**config.mk**
```make
export PLATFORM = sky130hd
export DESIGN_NAME = seg7_mux_driver
export DESIGN_NICKNAME = d
export VERILOG_FILES = /design/src/rtl/seg7_mux_driver.sv
export SDC_FILE = /design/constraint.sdc
export NUM_CORES = 1
export LEC_CHECK = 0
export ABC_AREA = 1
export BUFFER_PORTS_ARGS = -buffer_cell sky130_fd_sc_hd__buf_4
export CAP_MARGIN = 20
export CORE_UTILIZATION = 32
export CTS_CLUSTER_DIAMETER = 150
export DETAILED_ROUTE_END_ITERATION = 10
export GPL_ROUTABILITY_DRIVEN = 1
export MAX_ROUTING_LAYER = met4
export PLACE_DENSITY = 0.54
export SETUP_SLACK_MARGIN = 0.5
export SLEW_MARGIN = 20
export SYNTH_ARGS = -nofsm -noshare
export SYNTH_HDL_FRONTEND = slang
export SYNTH_SLANG_ARGS = --single-unit
```
**constraint.sdc**
```tcl
create_clock -name clk -period 5.59 [get_ports clk]
set_clock_uncertainty 0.05 [all_clocks]
set_input_delay 0.2795 -clock clk [delete_from_list [all_inputs] [get_ports clk]]
set_output_delay 0.2795 -clock clk [all_outputs]
set_load 0.02 [all_outputs]
```
**src/rtl/seg7_mux_driver.sv**
```systemverilog
// Time-multiplexed driver for N common-anode 7-segment digits.
// The display shows a shadow copy of value/dp/blank_mask, which is captured on a load strobe.
// One digit is scanned per REFRESH_DIV-cycle slot.
// A PWM window at the start of each slot sets the brightness.
// Leading zeros can be suppressed, and individual digits can be blanked.
// Every pin output is registered, so the pins lag the scan state by one cycle.
//
// Handshake: load is a single-cycle strobe with no ready/ack. The shadow registers
// accept it on any edge, including while en=0 and on a slot boundary.
module seg7_mux_driver #(
  parameter int N_DIGITS    = 4,
  parameter int REFRESH_DIV = 50000,
  parameter int BRIGHT_BITS = 3
) (
  input  logic                        clk,
  input  logic                        rst,
  input  logic                        en,
  input  logic                        load,
  input  logic [4*N_DIGITS-1:0]       value,
  input  logic [N_DIGITS-1:0]         dp,
  input  logic [N_DIGITS-1:0]         blank_mask,
  input  logic                        lz_suppress,
  input  logic [BRIGHT_BITS-1:0]      brightness,
  output logic [6:0]                  seg,
  output logic                        dp_n,
  output logic [N_DIGITS-1:0]         an,
  output logic [$clog2(N_DIGITS)-1:0] digit_idx
);

  localparam int IW   = $clog2(N_DIGITS);
  localparam int CW   = $clog2(REFRESH_DIV);
  localparam int OW   = CW + 1;
  localparam int STEP = REFRESH_DIV >> BRIGHT_BITS;
  localparam logic [CW-1:0] CNT_LAST = CW'(REFRESH_DIV - 1);
  localparam logic [IW-1:0] IDX_LAST = IW'(N_DIGITS - 1);

  logic [CW-1:0]          cnt;
  logic [4*N_DIGITS-1:0]  sh_value;
  logic [N_DIGITS-1:0]    sh_dp;
  logic [N_DIGITS-1:0]    sh_blank;
  logic [BRIGHT_BITS-1:0] bright_lat;

  logic [BRIGHT_BITS-1:0] bright_eff;
  logic [OW-1:0]          on_cycles;
  logic [N_DIGITS:0]      zero_from;
  logic [3:0]             nib;
  logic                   lz_hit;
  logic                   lit;
  logic [6:0]             nxt_seg;
  logic                   nxt_dp_n;
  logic [N_DIGITS-1:0]    nxt_an;

  // Active-low glyphs {g,f,e,d,c,b,a} for hex digits.
  function automatic logic [6:0] glyph(input logic [3:0] n);
    case (n)
      4'h0: glyph = 7'h40;
      4'h1: glyph = 7'h79;
      4'h2: glyph = 7'h24;
      4'h3: glyph = 7'h30;
      4'h4: glyph = 7'h19;
      4'h5: glyph = 7'h12;
      4'h6: glyph = 7'h02;
      4'h7: glyph = 7'h78;
      4'h8: glyph = 7'h00;
      4'h9: glyph = 7'h18;
      4'hA: glyph = 7'h08;
      4'hB: glyph = 7'h03;
      4'hC: glyph = 7'h46;
      4'hD: glyph = 7'h21;
      4'hE: glyph = 7'h06;
      default: glyph = 7'h0E;
    endcase
  endfunction

  // PWM window: at cnt=0 the live brightness is being latched, so it is used directly.
  // Any value gives on_cycles >= STEP, so cnt=0 is always lit regardless.
  always_comb begin
    bright_eff = (cnt == '0) ? brightness : bright_lat;
    on_cycles  = OW'((int'(bright_eff) + 1) * STEP);
  end

  // zero_from[i] = nibbles i..N_DIGITS-1 are all zero (leading-zero detection).
  always_comb begin
    zero_from           = '0;
    zero_from[N_DIGITS] = 1'b1;
    for (int i = N_DIGITS - 1; i >= 0; i--) begin
      zero_from[i] = zero_from[i+1] & (sh_value[4*i +: 4] == 4'h0);
    end
  end

  // Next pin values for the digit under scan, dark by default.
  always_comb begin
    nib      = sh_value[{digit_idx, 2'b00} +: 4];
    lz_hit   = lz_suppress && (digit_idx != '0) && zero_from[digit_idx];
    lit      = en && !sh_blank[digit_idx] && ({1'b0, cnt} < on_cycles);
    nxt_seg  = 7'h7F;
    nxt_dp_n = 1'b1;
    nxt_an   = '1;
    if (lit) begin
      if (lz_hit) begin
        // A suppressed digit keeps only its decimal point.
        if (sh_dp[digit_idx]) begin
          nxt_an   = ~(N_DIGITS'(1) << digit_idx);
          nxt_dp_n = 1'b0;
        end
      end else begin
        nxt_an   = ~(N_DIGITS'(1) << digit_idx);
        nxt_seg  = glyph(nib);
        nxt_dp_n = ~sh_dp[digit_idx];
      end
    end
  end

  // Slot counter and digit index; both are held at zero while scanning is disabled.
  always_ff @(posedge clk or posedge rst) begin
    if (rst) begin
      cnt       <= '0;
      digit_idx <= '0;
    end else if (!en) begin
      cnt       <= '0;
      digit_idx <= '0;
    end else if (cnt == CNT_LAST) begin
      cnt       <= '0;
      digit_idx <= (digit_idx == IDX_LAST) ? '0 : digit_idx + 1'b1;
    end else begin
      cnt <= cnt + 1'b1;
    end
  end

  // Shadow registers and brightness latch (brightness only changes at slot start).
  always_ff @(posedge clk or posedge rst) begin
    if (rst) begin
      sh_value   <= '0;
      sh_dp      <= '0;
      sh_blank   <= '0;
      bright_lat <= '1;
    end else begin
      if (load) begin
        sh_value <= value;
        sh_dp    <= dp;
        sh_blank <= blank_mask;
      end
      if (cnt == '0) bright_lat <= brightness;
    end
  end

  // Registered pin outputs.
  always_ff @(posedge clk or posedge rst) begin
    if (rst) begin
      seg  <= 7'h7F;
      dp_n <= 1'b1;
      an   <= '1;
    end else begin
      seg  <= nxt_seg;
      dp_n <= nxt_dp_n;
      an   <= nxt_an;
    end
  end

endmodule

```
* Word level (Yosys, flattened, before mapping)
Memory sizes are Yosys's and may differ from the RTL's. Cells that the tools add are included.
Cells by class: $add $sub $neg 3, $mul 1, divide/modulo/power cells 0, order comparisons 3, equality and inequality tests 3, shifts and indexed selects 2, muxes and demuxes 20, bitwise logic cells 5, reduce and logical (&&, ||, !) cells 11
Operators with widths (count):
- two-way mux 16 bit | 2
- less-than comparator 16 x 17 -> 1 bit | 1
- adder 16 x 1 -> 16 bit, second input constant | 1
- == test 16 bit, second input constant | 1
- zero test 16 bit | 1
- zero test 4 bit | 4
- multiplier 4 x 12 -> 16 bit, second input constant | 1
- variable part select 16 x 5 -> 4 bit | 1
- two-way mux 7 bit | 2
- two-way mux 4 bit | 3
- binary-select mux 1 bit (select 2 bit) | 3
- two-way mux 1 bit | 6
- two-way mux 2 bit | 3
- adder 3 x 1 -> 4 bit, second input constant | 1
- logical AND 1 bit | 4
- less-than comparator 2 x 4 -> 1 bit, second input constant | 1
- inverter 4 bit | 1
- << shifter 1 x 2 -> 4 bit, first input constant | 1
- AND 1 bit | 3
- less-than comparator 2 x 3 -> 1 bit, second input constant | 1
- two-way mux 3 bit | 1
- adder 2 x 1 -> 2 bit, second input constant | 1
- == test 2 bit, second input constant | 1
- inequality test 2 x 1 -> 1 bit, second input constant | 1
- other kinds (3) | 3
Word-level totals: register bits 57, latch bits 0, bits in writable memories 0, ROM bits 112, bits of input ports 32, output and inout port bits 14, memories 1
Memory list:
- (name not given) | depth 16, bits a word 7, rd ports 1, clocked after memory_dff 0, wr ports 0, line 55 | case (n)

* Depth between registers and ports, before layout
depth in word-level cells 9, depth in mapped cells 31, depth with buffers taken out 30

* Worst setup path after synthesis
No wires, ideal clock.
kind reg-to-reg, from register cnt[1], to register an[0], library setup time 0.082 ns, arrival time 4.104 ns, required time 5.458 ns, setup slack 1.354 ns, stages on the path, launching flop included 28, buffers on the path 1, period minus slack after synthesis 4.236 ns, cell sequence dfrtp_1 -> inv_1 -> ha_1 -> inv_1 -> nor2_1 -> nand2_1 -> nor2_4 -> nand3_2 -> nand2_2 -> ha_1 -> xor2_2 -> ha_1 -> ha_1 -> ha_1 -> nand2_1 -> inv_1 -> nand2_1 -> nand2_1 -> a21oi_1 -> xor2_1 -> ha_1 -> a21oi_1 -> nor2_1 -> a211oi_1 -> nand2_1 -> nand2_1 -> buf_6 -> nand3_2
On the way: cells in the longest elaborated chain, start to end 7
RTL lines:
- from (decl) | line 37 | logic [CW-1:0] cnt;
- from (signal assigned) | line 126 | cnt <= cnt + 1'b1;
- zero test 16 bit | line 78 | bright_eff = (cnt == '0) ? brightness : bright_lat;
- two-way mux 3 bit
- named net bright_eff[0] | line 43 | logic [BRIGHT_BITS-1:0] bright_eff;
- adder 3 x 1 -> 4 bit | line 79 | on_cycles = OW'((int'(bright_eff) + 1) * STEP);
- multiplier 4 x 12 -> 16 bit | line 79
- less-than comparator 16 x 17 -> 1 bit | line 95 | lit = en && !sh_blank[digit_idx] && ({1'b0, cnt} < on_cycles);
- logical AND 1 bit | line 95
- two-way mux 4 bit | line 99 | if (lit) begin
- named net nxt_an[0] | line 51 | logic [N_DIGITS-1:0] nxt_an;
- to (signal assigned) | line 156 | an <= nxt_an;
- to (decl) | line 26 | output logic [N_DIGITS-1:0] an,
The timed path passes the listed nets, and every way through them passes these cells. A chain may end at the register's enable or synchronous reset.

* Worst setup path after layout
from register cnt[1], to register seg[1]
On the way: cells in the longest elaborated chain, start to end 7
RTL lines:
- zero test 16 bit | line 78
- two-way mux 3 bit
- named net bright_eff[0] | line 43
- adder 3 x 1 -> 4 bit | line 79
- multiplier 4 x 12 -> 16 bit | line 79
- less-than comparator 16 x 17 -> 1 bit | line 95
- logical AND 1 bit | line 95
- two-way mux 7 bit | line 99
- named net nxt_seg[1] | line 49 | logic [6:0] nxt_seg;
- to (signal assigned) | line 154 | seg <= nxt_seg;
- to (decl) | line 24 | output logic [6:0] seg,
The timed path passes the listed nets, and every way through them passes these cells.

==> flow_summary.html <==
<table>
<tr><th>Metric</th><th>Value</th></tr>
<tr><th colspan="2">Outcome</th></tr>
<tr><td>Run status</td><td>finished clean</td></tr>
<tr><th colspan="2">Clock network</th></tr>
<tr><td>Clock tree from TritonCTS</td><td>built</td></tr>
<tr><td>H-tree levels</td><td>3</td></tr>
<tr><td>Number of CTS-inserted buffers</td><td>9</td></tr>
<tr><td>Clock tree root driver cell</td><td>sky130_fd_sc_hd__clkbuf_16</td></tr>
<tr><td>Clock slew at reported path FFs</td><td>0.05 ns</td></tr>
<tr><td>Total of hold buffers inserted after clock tree synthesis</td><td>0</td></tr>
<tr><td>Insertion delay to the later sink of the worst-skew pair</td><td>0.33 ns</td></tr>
<tr><td>Clk buf depth</td><td>2</td></tr>
<tr><td>CTS sink cnt</td><td>57</td></tr>
<tr><th colspan="2">Finish</th></tr>
<tr><td>Area used by multi-input combinational logic</td><td>2270 µm²</td></tr>
<tr><td>Core utilization of the finished layout</td><td>40.3%</td></tr>
<tr><td>Final-stage net count</td><td>607</td></tr>
<tr><td>Final instance count without filler cells</td><td>705</td></tr>
<tr><td>Area occupied by registers</td><td>1450 µm²</td></tr>
<tr><td>Number of antenna diodes</td><td>0</td></tr>
<tr><td>Total of fill cells in the finished design</td><td>1228</td></tr>
<tr><td>Share of final-layout standard cells stronger than drive strength 1</td><td>26.3%</td></tr>
<tr><td>Area delta synth-&gt;final</td><td>21.9%</td></tr>
<tr><th colspan="2">Worst setup path</th></tr>
<tr><td>Category of the worst setup path launch point</td><td>flip-flop</td></tr>
<tr><td>Register-to-Register Path Depth</td><td>26</td></tr>
<tr><td>Data required time at the worst endpoint</td><td>5.78 ns</td></tr>
<tr><td>Crit Path Category</td><td>reg2reg</td></tr>
<tr><td>Critical path data arrival time</td><td>4.87 ns</td></tr>
<tr><td>R2r setup slk</td><td>0.91 ns</td></tr>
<tr><td>Maximum fanout count along the critical path</td><td>6</td></tr>
<tr><td>FF-to-FF End</td><td>seg[1]</td></tr>
<tr><td>Critical path endpoint category</td><td>flip-flop</td></tr>
<tr><td>Crit Reg-Reg Startpoint</td><td>cnt[1]</td></tr>
<tr><th colspan="2">GRT</th></tr>
<tr><td>Initial antenna violation count</td><td>0</td></tr>
<tr><td>Vias in the first global route</td><td>3110</td></tr>
<tr><td>Tot GR Track Use</td><td>15.3%</td></tr>
<tr><td>First-pass GRT wire length</td><td>15100 µm</td></tr>
<tr><td>Largest net degree at the start of global routing</td><td>58</td></tr>
<tr><td>Total congestion overflow after global routing</td><td>0</td></tr>
<tr><th colspan="2">Placed design</th></tr>
<tr><td># placed instances</td><td>684</td></tr>
<tr><td>Final HPWL DP</td><td>6810 µm</td></tr>
<tr><td>Port Buffers</td><td>45</td></tr>
<tr><td>Final weighted congestion in routability-driven placement</td><td>0.840</td></tr>
<tr><td>Pre-CTS WS</td><td>0.705 ns</td></tr>
<tr><th colspan="2">Synthesis</th></tr>
<tr><td>Avg Synthesized Cell Area</td><td>8.31 µm²</td></tr>
<tr><td>Synthesis-stage register bit count</td><td>57</td></tr>
<tr><td>Most frequently used flop master after synthesis</td><td>sky130_fd_sc_hd__dfrtp_1</td></tr>
<tr><td>EDFF count, synth</td><td>0</td></tr>
<tr><td>Synthesis Warnings</td><td>0</td></tr>
<tr><td>Mapped Nets</td><td>555</td></tr>
<tr><td>Commonest cells in the netlist</td><td>92 x sky130_fd_sc_hd__nand2_1, 60 x sky130_fd_sc_hd__inv_1, 45 x sky130_fd_sc_hd__nor2_1, 43 x sky130_fd_sc_hd__ha_1, 42 x sky130_fd_sc_hd__dfrtp_1</td></tr>
<tr><td>Cell type contributing the most total cell area after synthesis</td><td>sky130_fd_sc_hd__dfrtp_1</td></tr>
<tr><td>Cell with the most instances after synthesis</td><td>sky130_fd_sc_hd__nand2_1</td></tr>
<tr><td>Sequential fraction of the synthesis area</td><td>36.2%</td></tr>
<tr><td>Async set-or-reset flop fraction in the synthesized netlist</td><td>100%</td></tr>
<tr><td>Mapped Cells</td><td>480</td></tr>
<tr><td>Area share of the largest cell type after synthesis</td><td>26.3%</td></tr>
<tr><td>Netlist cell types</td><td>46</td></tr>
<tr><td>Post-synthesis cell area</td><td>3990 µm²</td></tr>
<tr><td>Synth top area cells</td><td>sky130_fd_sc_hd__dfrtp_1 26%, sky130_fd_sc_hd__ha_1 13%, sky130_fd_sc_hd__dfstp_2 9.9%</td></tr>
<tr><th colspan="2">Route</th></tr>
<tr><td>Average routed wire per standard cell</td><td>12.5 µm</td></tr>
<tr><td>First-iteration detailed-routing DRC count</td><td>125</td></tr>
<tr><td>Total via count after detailed routing</td><td>3224</td></tr>
<tr><td>Final ANT Viol Nets</td><td>0</td></tr>
<tr><td>Initial DRT Pass Iterations</td><td>5</td></tr>
<tr><td>Detailed-route wire length</td><td>8830 µm</td></tr>
<tr><td>Ratio of routed vias to standard cells</td><td>4.57</td></tr>
<tr><td>DRC violations left</td><td>0</td></tr>
<tr><th colspan="2">Floorplan</th></tr>
<tr><td># rows</td><td>40</td></tr>
<tr><td>Overall die width</td><td>114 µm</td></tr>
<tr><td>I/O pin count</td><td>46</td></tr>
<tr><td>Full die area</td><td>12900 µm²</td></tr>
<tr><td>Placeable core region</td><td>12100 µm²</td></tr>
<tr><td>Die Y</td><td>114 µm</td></tr>
<tr><td>Initial core utilization</td><td>33.1%</td></tr>
<tr><th colspan="2">Timing</th></tr>
<tr><td>Final hold vios</td><td>0</td></tr>
<tr><td>Aggregate negative setup slack</td><td>0 ns</td></tr>
<tr><td>Post-layout worst setup margin</td><td>0.911 ns</td></tr>
<tr><td>Transition time at the pin with the least slew margin</td><td>0.731 ns</td></tr>
<tr><td># setup viols final</td><td>0</td></tr>
<tr><td>Setup repair after global routing missed its margin</td><td>false</td></tr>
<tr><td>Remaining max-slew budget at the tightest pin</td><td>51.3%</td></tr>
<tr><td>Tmin final</td><td>4.68 ns</td></tr>
<tr><td>Fmax</td><td>0.214 GHz</td></tr>
<tr><td>Final period utilization</td><td>83.7%</td></tr>
<tr><td>Count of pins over their slew limit</td><td>0</td></tr>
<tr><th colspan="2">Job</th></tr>
<tr><td>Maxcap violations</td><td>0</td></tr>
<tr><th colspan="2">Power</th></tr>
<tr><td>VDD IR max</td><td>151 µV</td></tr>
<tr><td>Total leakage power</td><td>2.41 nW</td></tr>
<tr><td>Cell area power density</td><td>315 nW/µm²</td></tr>
<tr><th colspan="2">Worst hold path</th></tr>
<tr><td>Worst hold-check path type</td><td>in2async</td></tr>
</table>
[worst max path at each step]
stage / endpoint / slack, ns / start / cells after the start
after CTS: seg[6] / 0.66 / cnt[1] / 26
final: seg[1] / 0.91 / cnt[1] / 26
after floorplan: an[0] / 1.35 / cnt[1] / 27
after global routing: seg[0] / 0.50 / cnt[1] / 26
after detailed placement: dp_n / 0.71 / cnt[1] / 26
after global placement: seg[6] / 0.92 / cnt[1] / 26
[cells by family (layout without fill, tap and decap cells)]
family,Yosys count,in the layout,share of synthesized area [%]
AO/OA/AOI/OAI,77,77,11.0
XOR/XNOR,9,9,2.35
adder cells (fa/ha/maj),43,43,13.5
buffers and inverters,73,130,7.31
flip-flops,57,57,36.2
multiplexers,13,13,3.67
AND/OR/NAND/NOR,208,208,26.0
[sequential cells by signal, indices dropped and copies added (netlist names)]
| name | count |
|---|---|
| an | 4 |
| dp_n | 1 |
| seg | 7 |
| sh_dp | 4 |
| sh_value | 16 |
| cnt | 16 |
| bright_lat | 3 |
| digit_idx | 2 |
| sh_blank | 4 |
[placed cells by master (no fill, tap or decap), drive strengths merged, types with 2 or more instances in the layout]
cell type	n
a21oi	26
nand2	103
ha	43
inv	62
xnor2	3
nor3	5
mux2	13
nand3	33
nor4	3
o211a	2
xor2	6
o21ai	34
a32oi	2
buf	51
bufinv	2
dfstp	15
dfrtp	42
clkbuf	14
nand4	3
nor2	58
a211oi	4
[worst max-delay path, cell delays in order (launching register included)]
cell,delay (ns)
sky130_fd_sc_hd__dfrtp_1,0.38
sky130_fd_sc_hd__inv_1,0.14
sky130_fd_sc_hd__ha_1,0.18
sky130_fd_sc_hd__inv_1,0.05
sky130_fd_sc_hd__nor2_1,0.08
sky130_fd_sc_hd__nand2_1,0.09
sky130_fd_sc_hd__nor2_4,0.11
sky130_fd_sc_hd__nand3_2,0.11
sky130_fd_sc_hd__nand2_2,0.17
sky130_fd_sc_hd__ha_1,0.28
sky130_fd_sc_hd__xor2_2,0.24
sky130_fd_sc_hd__ha_1,0.28
sky130_fd_sc_hd__ha_1,0.34
sky130_fd_sc_hd__ha_1,0.34
sky130_fd_sc_hd__nand2_1,0.08
sky130_fd_sc_hd__inv_1,0.06
sky130_fd_sc_hd__nand2_1,0.04
sky130_fd_sc_hd__nand2_1,0.06
sky130_fd_sc_hd__a21oi_1,0.06
sky130_fd_sc_hd__o31ai_1,0.30
sky130_fd_sc_hd__xor2_1,0.23
sky130_fd_sc_hd__ha_1,0.28
sky130_fd_sc_hd__a21oi_1,0.18
sky130_fd_sc_hd__nor2_2,0.08
sky130_fd_sc_hd__nor2_4,0.14
sky130_fd_sc_hd__buf_4,0.18
sky130_fd_sc_hd__nand3_2,0.08
[power by group]
part / leakage (nW) / internal (W) / total, W / switching, W
logic: 1.56 / 0.000189 / 0.000474 / 0.000285
clock network: 0.157 / 0.000414 / 0.000592 / 0.000178
registers: 0.692 / 0.000450 / 0.000466 / 0.0000152
[stage by stage]
| stage | hold WS [ns] | area (µm²) | total power, W |
|---|---|---|---|
| global placement | 0.396 | 4490 | 0.000932 |
| finish | 0.107 | 4860 | 0.00153 |
| CTS | 0.102 | 4810 | 0.00154 |
| global route | 0.124 | 4860 | 0.00163 |
| floorplan | 0.346 | 3990 | 0.000818 |
| detailed placement | 0.406 | 4490 | 0.000936 |
[per-layer routing]
metal / track usage (%) / wire length (µm) / vias up
met5: - / 0 / -
met4: 6.58 / 169 / 0
met3: 1.97 / 231 / 12
met2: 22.8 / 3920 / 50
met1: 21.0 / 4500 / 1476
li1: - / - / 1686
[area by class of cell]
| cell class | instances | share of cell area, % |
|---|---|---|
| Clock buffer | 14 | 5.43 |
| Inverter | 63 | 4.86 |
| Tap cell | 168 | 4.32 |
| Clock inverter | 2 | 1.23 |
| Multi-Input combinational cell | 350 | 46.6 |
| Sequential cell | 57 | 29.7 |
| Timing Repair Buffer | 51 | 7.87 |
[timing repair]
action / in CTS / in global routing
gates resized for setup: 0 / 3
setup buffers: 0 / 5
setup endpoints to repair: 0 / 12
(Power assumes the default switching activity.)
